## src/rtl/double_dabble_pkg.sv

```systemverilog
// Shared types and sizing for the sequential binary-to-BCD converter.
package double_dabble_pkg;

    localparam int unsigned WIDTH  = 16;
    localparam int unsigned DIGITS = 5;
    localparam int unsigned BCD_W  = 4 * DIGITS;
    localparam int unsigned CNT_W  = $clog2(WIDTH + 1);

    typedef enum logic [1:0] {
        IDLE,
        SHIFT,
        DONE
    } state_t;

endpackage

```

## src/rtl/bcd_add3.sv

```systemverilog
// Double-dabble digit adjust: digits of 5 or more get +3 before the next doubling.
module bcd_add3 (
    input  logic [3:0] digit_in,
    output logic [3:0] digit_out
);

    always_comb begin
        digit_out = digit_in;
        if (digit_in >= 4'd5) begin
            digit_out = digit_in + 4'd3;
        end
    end

endmodule

```

## src/rtl/double_dabble.sv

```systemverilog
// Converts an unsigned binary value to BCD digits, one shift per clock, with a
// start/busy/done handshake. Result digits only change on the done edge or reset.
module double_dabble
    import double_dabble_pkg::*;
#(
    parameter int unsigned WIDTH  = 16,
    parameter int unsigned DIGITS = 5
) (
    input  logic             clk,
    input  logic             reset,
    input  logic             start,
    input  logic [WIDTH-1:0] binary_in,
    output logic [3:0]       bcd0,
    output logic [3:0]       bcd1,
    output logic [3:0]       bcd2,
    output logic [3:0]       bcd3,
    output logic [3:0]       bcd4,
    output logic             busy,
    output logic             done
);

    localparam int unsigned ScrW = 4 * DIGITS;
    localparam int unsigned CntW = $clog2(WIDTH + 1);
    localparam logic [CntW-1:0] LastCount = CntW'(WIDTH - 1);

    state_t          state;
    logic [WIDTH-1:0] bin_sr;
    logic [ScrW-1:0]  scratch;
    logic [ScrW-1:0]  adjusted;
    logic [ScrW-1:0]  shifted;
    logic [ScrW-1:0]  result;
    logic [CntW-1:0]  count;

    for (genvar i = 0; i < DIGITS; i++) begin : g_adj
        bcd_add3 u_add3 (
            .digit_in  (scratch[4*i +: 4]),
            .digit_out (adjusted[4*i +: 4])
        );
    end

    // Binary MSB feeds the scratch LSB as the combined register doubles.
    always_comb begin
        shifted = {adjusted[ScrW-2:0], bin_sr[WIDTH-1]};
    end

    always_ff @(posedge clk) begin
        if (reset) begin
            state   <= IDLE;
            bin_sr  <= '0;
            scratch <= '0;
            count   <= '0;
            result  <= '0;
            busy    <= 1'b0;
            done    <= 1'b0;
        end else begin
            unique case (state)
                IDLE, DONE: begin
                    done <= 1'b0;
                    if (start) begin
                        bin_sr  <= binary_in;
                        scratch <= '0;
                        count   <= '0;
                        busy    <= 1'b1;
                        state   <= SHIFT;
                    end else begin
                        state <= IDLE;
                    end
                end
                SHIFT: begin
                    scratch <= shifted;
                    bin_sr  <= bin_sr << 1;
                    count   <= count + 1'b1;
                    if (count == LastCount) begin
                        result <= shifted;
                        busy   <= 1'b0;
                        done   <= 1'b1;
                        state  <= DONE;
                    end
                end
                default: begin
                    state <= IDLE;
                    busy  <= 1'b0;
                    done  <= 1'b0;
                end
            endcase
        end
    end

    assign bcd0 = result[3:0];
    assign bcd1 = result[7:4];
    assign bcd2 = result[11:8];
    assign bcd3 = result[15:12];
    assign bcd4 = result[19:16];

endmodule

```

## config.mk

```make
export PLATFORM = sky130hd
export DESIGN_NAME = double_dabble
export DESIGN_NICKNAME = d
export VERILOG_FILES = /design/src/rtl/double_dabble_pkg.sv /design/src/rtl/bcd_add3.sv /design/src/rtl/double_dabble.sv
export SDC_FILE = /design/constraint.sdc
export NUM_CORES = 1
export LEC_CHECK = 0
export ABC_AREA = 1
export BUFFER_PORTS_ARGS = -buffer_cell sky130_fd_sc_hd__buf_2
export CELL_PAD_IN_SITES_DETAIL_PLACEMENT = 1
export CELL_PAD_IN_SITES_GLOBAL_PLACEMENT = 1
export CORE_MARGIN = 2
export CORE_UTILIZATION = 25
export DETAILED_ROUTE_END_ITERATION = 12
export PLACE_DENSITY = 0.57
export SETUP_SLACK_MARGIN = 0.3
export SLEW_MARGIN = 0
export SYNTH_ARGS = -nofsm -noshare
export SYNTH_HDL_FRONTEND = slang
export SYNTH_HIERARCHICAL = 1
export SYNTH_SLANG_ARGS = --single-unit
```

## constraint.sdc

```tcl
create_clock -name clk -period 3 [get_ports clk]
set_clock_uncertainty 0.05 [all_clocks]
set_input_delay 0.3 -clock clk [delete_from_list [all_inputs] [get_ports clk]]
set_output_delay 0.3 -clock clk [all_outputs]
set_load 0.02 [all_outputs]
```

==> flow_metrics.env <==
export IMPL_outcome="complete, no violations"
export IMPL_dieArea_sq_um=15100
export IMPL_fillers=1683
export IMPL_worstPathRequired_ns=3.16
export IMPL_clock_sinks=65
export IMPL_min_period_over_period=0.628
export IMPL_synth_warnings=6
export IMPL_drv_slew=0
export IMPL_clk_pin_slew_worst_paths_ns=0.05
export IMPL_p_sw_frac=0.239
export IMPL_cts_root_buffer="clkbuf_16"
export IMPL_netlist_area_sq_um=3520
export IMPL_die_x_um=123
export IMPL_grt_pass1_wl_um=15300
export IMPL_worstSetupEndpointType="register"
export IMPL_wire_per_inst_um=13.3
export IMPL_clk_latency_ns=0.33
export IMPL_cap_violations=0
export IMPL_num_vias=2988
export IMPL_fin_nets=514
export IMPL_ir_drop_mv=0.279
export IMPL_tritoncts="yes"
export IMPL_regArea_sq_um=1300
export IMPL_grt_overflow=0
export IMPL_antenna_left=0
export IMPL_start_kind="register"
export IMPL_cts_resized=0
export IMPL_fin_setup_tns_ns=0
export IMPL_worstPathArrival_ns=2.04
export IMPL_cts_buffers=9
export IMPL_grt_max_degree=31
export IMPL_path_class="reg -> reg"
export IMPL_coreArea_sq_um=13800
export IMPL_power_density_nw_per_um2=499
export IMPL_syn2layout_area_growth_pct=15.6
export IMPL_place_gp_congestion=0.713
export IMPL_cts_hold_fix_buffers=0
export IMPL_layout_drive_gt1_share=0.256
export IMPL_routed_via_density=4.49
export IMPL_grt_antenna_before_repair=0
export IMPL_maxSlewHeadroom=0.542
export IMPL_finalCriticalPeriod_ns=1.88
export IMPL_drc=0
export IMPL_path_max_fanout=30
export IMPL_hold_viol=0
export IMPL_cellLeakagePower_nw=1.53
export IMPL_drt_iter0_drc=110
export IMPL_syn_area_per_cell_sq_um=7.80
export IMPL_io_buffers=40
export IMPL_hpwl_um=6120
export IMPL_multi_input_area_sq_um=1830
export IMPL_grt_use_total=0.129
export IMPL_initial_core_util=0.255
export IMPL_clockPowerShare=0.477
export IMPL_htreeDepth=3
export IMPL_rsz0062_at_grt="false"
export IMPL_syn_nets=483
export IMPL_p_comb_frac=0.080
export IMPL_io_pins=41
export IMPL_totalWireLength_um=8860
export IMPL_pwr_share_seq=0.443
export IMPL_hold_class="in -> reg"
export IMPL_fmax_ghz=0.531
export IMPL_hold_ws_ns=0.181
export IMPL_die_y_um=123
export IMPL_syn_inst=452
export IMPL_cts_setup_buffers=0
export IMPL_grt_pass1_vias=3146
export IMPL_tightest_slew_ns=0.685
export IMPL_total_power_mw=2.03
export IMPL_drt_first_pass_iters=5
export IMPL_antenna_cells=0
export IMPL_rows=43
export IMPL_p_switching_mw=0.485
export IMPL_cts_max_path_buffers=2
export IMPL_report_final_setup_viol=0
export IMPL_internal_power_mw=1.54
==> path summary, 6_finish.rpt <==
| kind | slack, ns | depth (start not counted) | startpoint | endpoint |
|---|---|---|---|---|
| min | 0.18 | 3 | binary_in[0] | bin_sr[0] |
| max reg2reg | 1.12 | 5 | state[0] | result[17] |
| min reg2reg | 0.41 | 2 | result[4] | result[4] |
| max | 1.12 | 5 | state[0] | result[17] |
==> flip-flops by register name (all words and copies together) (netlist names) <==
register and count:
count 5, bin_sr 16, busy 1, done 1, state 2, scratch 20, result 20
==> critical path, cell delays in order, from the launching register on <==
cell and delay (ns):
dfxtp_1 0.40, inv_6 0.12, nor2_8 0.35, nand2_1 0.54, nand3_1 0.20, o21ai_1 0.10
==> layer usage <==
layer	track usage	share of wire	vias up
met5	0	0	-
met2	0.204	0.45	37
met3	0.0223	0.030	11
li1	-	-	1540
met1	0.171	0.50	1400
met4	0.0546	0.019	0
==> power by group through the flow <==
| stage | combinational, mW | sequential, mW | clock (mW) |
|---|---|---|---|
| finish | 0.163 | 0.899 | 0.968 |
| global route | 0.184 | 0.901 | 1.04 |
| CTS | 0.166 | 0.899 | 0.994 |
| detailed placement | 0.166 | 0.917 | 0 |
| global placement | 0.164 | 0.915 | 0 |
| floorplan | 0.141 | 0.914 | 0 |
==> layout make-up <==
cell class	instances	share of cell area
multi-input cells	308	0.449
flip-flops and latches	65	0.320
clock buffers	13	0.0664
repair buffers	45	0.0584
well taps	180	0.0553
inverters	54	0.0516
==> cells in the final DEF, fill, tap and decap left out <==
cell type / count
ha_1: 12
inv_4: 1
o22ai_2: 10
inv_2: 5
nor3_1: 2
clkbuf_16: 9
nand2_2: 6
a21oi_1: 29
a21oi_2: 6
clkbuf_1: 1
buf_4: 5
o21ai_2: 14
dfxtp_1: 65
inv_1: 47
nand3_2: 8
nand3_4: 1
nand3_1: 77
nand2_4: 1
o21ai_1: 10
nor2_2: 1
nand2_1: 81
buf_2: 40
inv_6: 1
o21ai_0: 14
nand2_8: 2
nor2_1: 23
clkbuf_8: 3
nor2_4: 10
nor2_8: 1
==> through the flow <==
step | utilization | cell area, sq um | setup slack [ns] | std cells
2_1_floorplan | - | 3520 | 1.47 | 452
3_3_place_gp | 0.275 | 3800 | 1.14 | 652
3_5_place_dp | 0.275 | 3800 | 1.06 | 652
4_1_cts | 0.294 | 4070 | 1.03 | 665
5_1_grt | 0.294 | 4070 | 0.866 | 665
6_report | 0.294 | 4070 | 1.12 | 665
No activity file was read; power rests on OpenSTA's default activity.
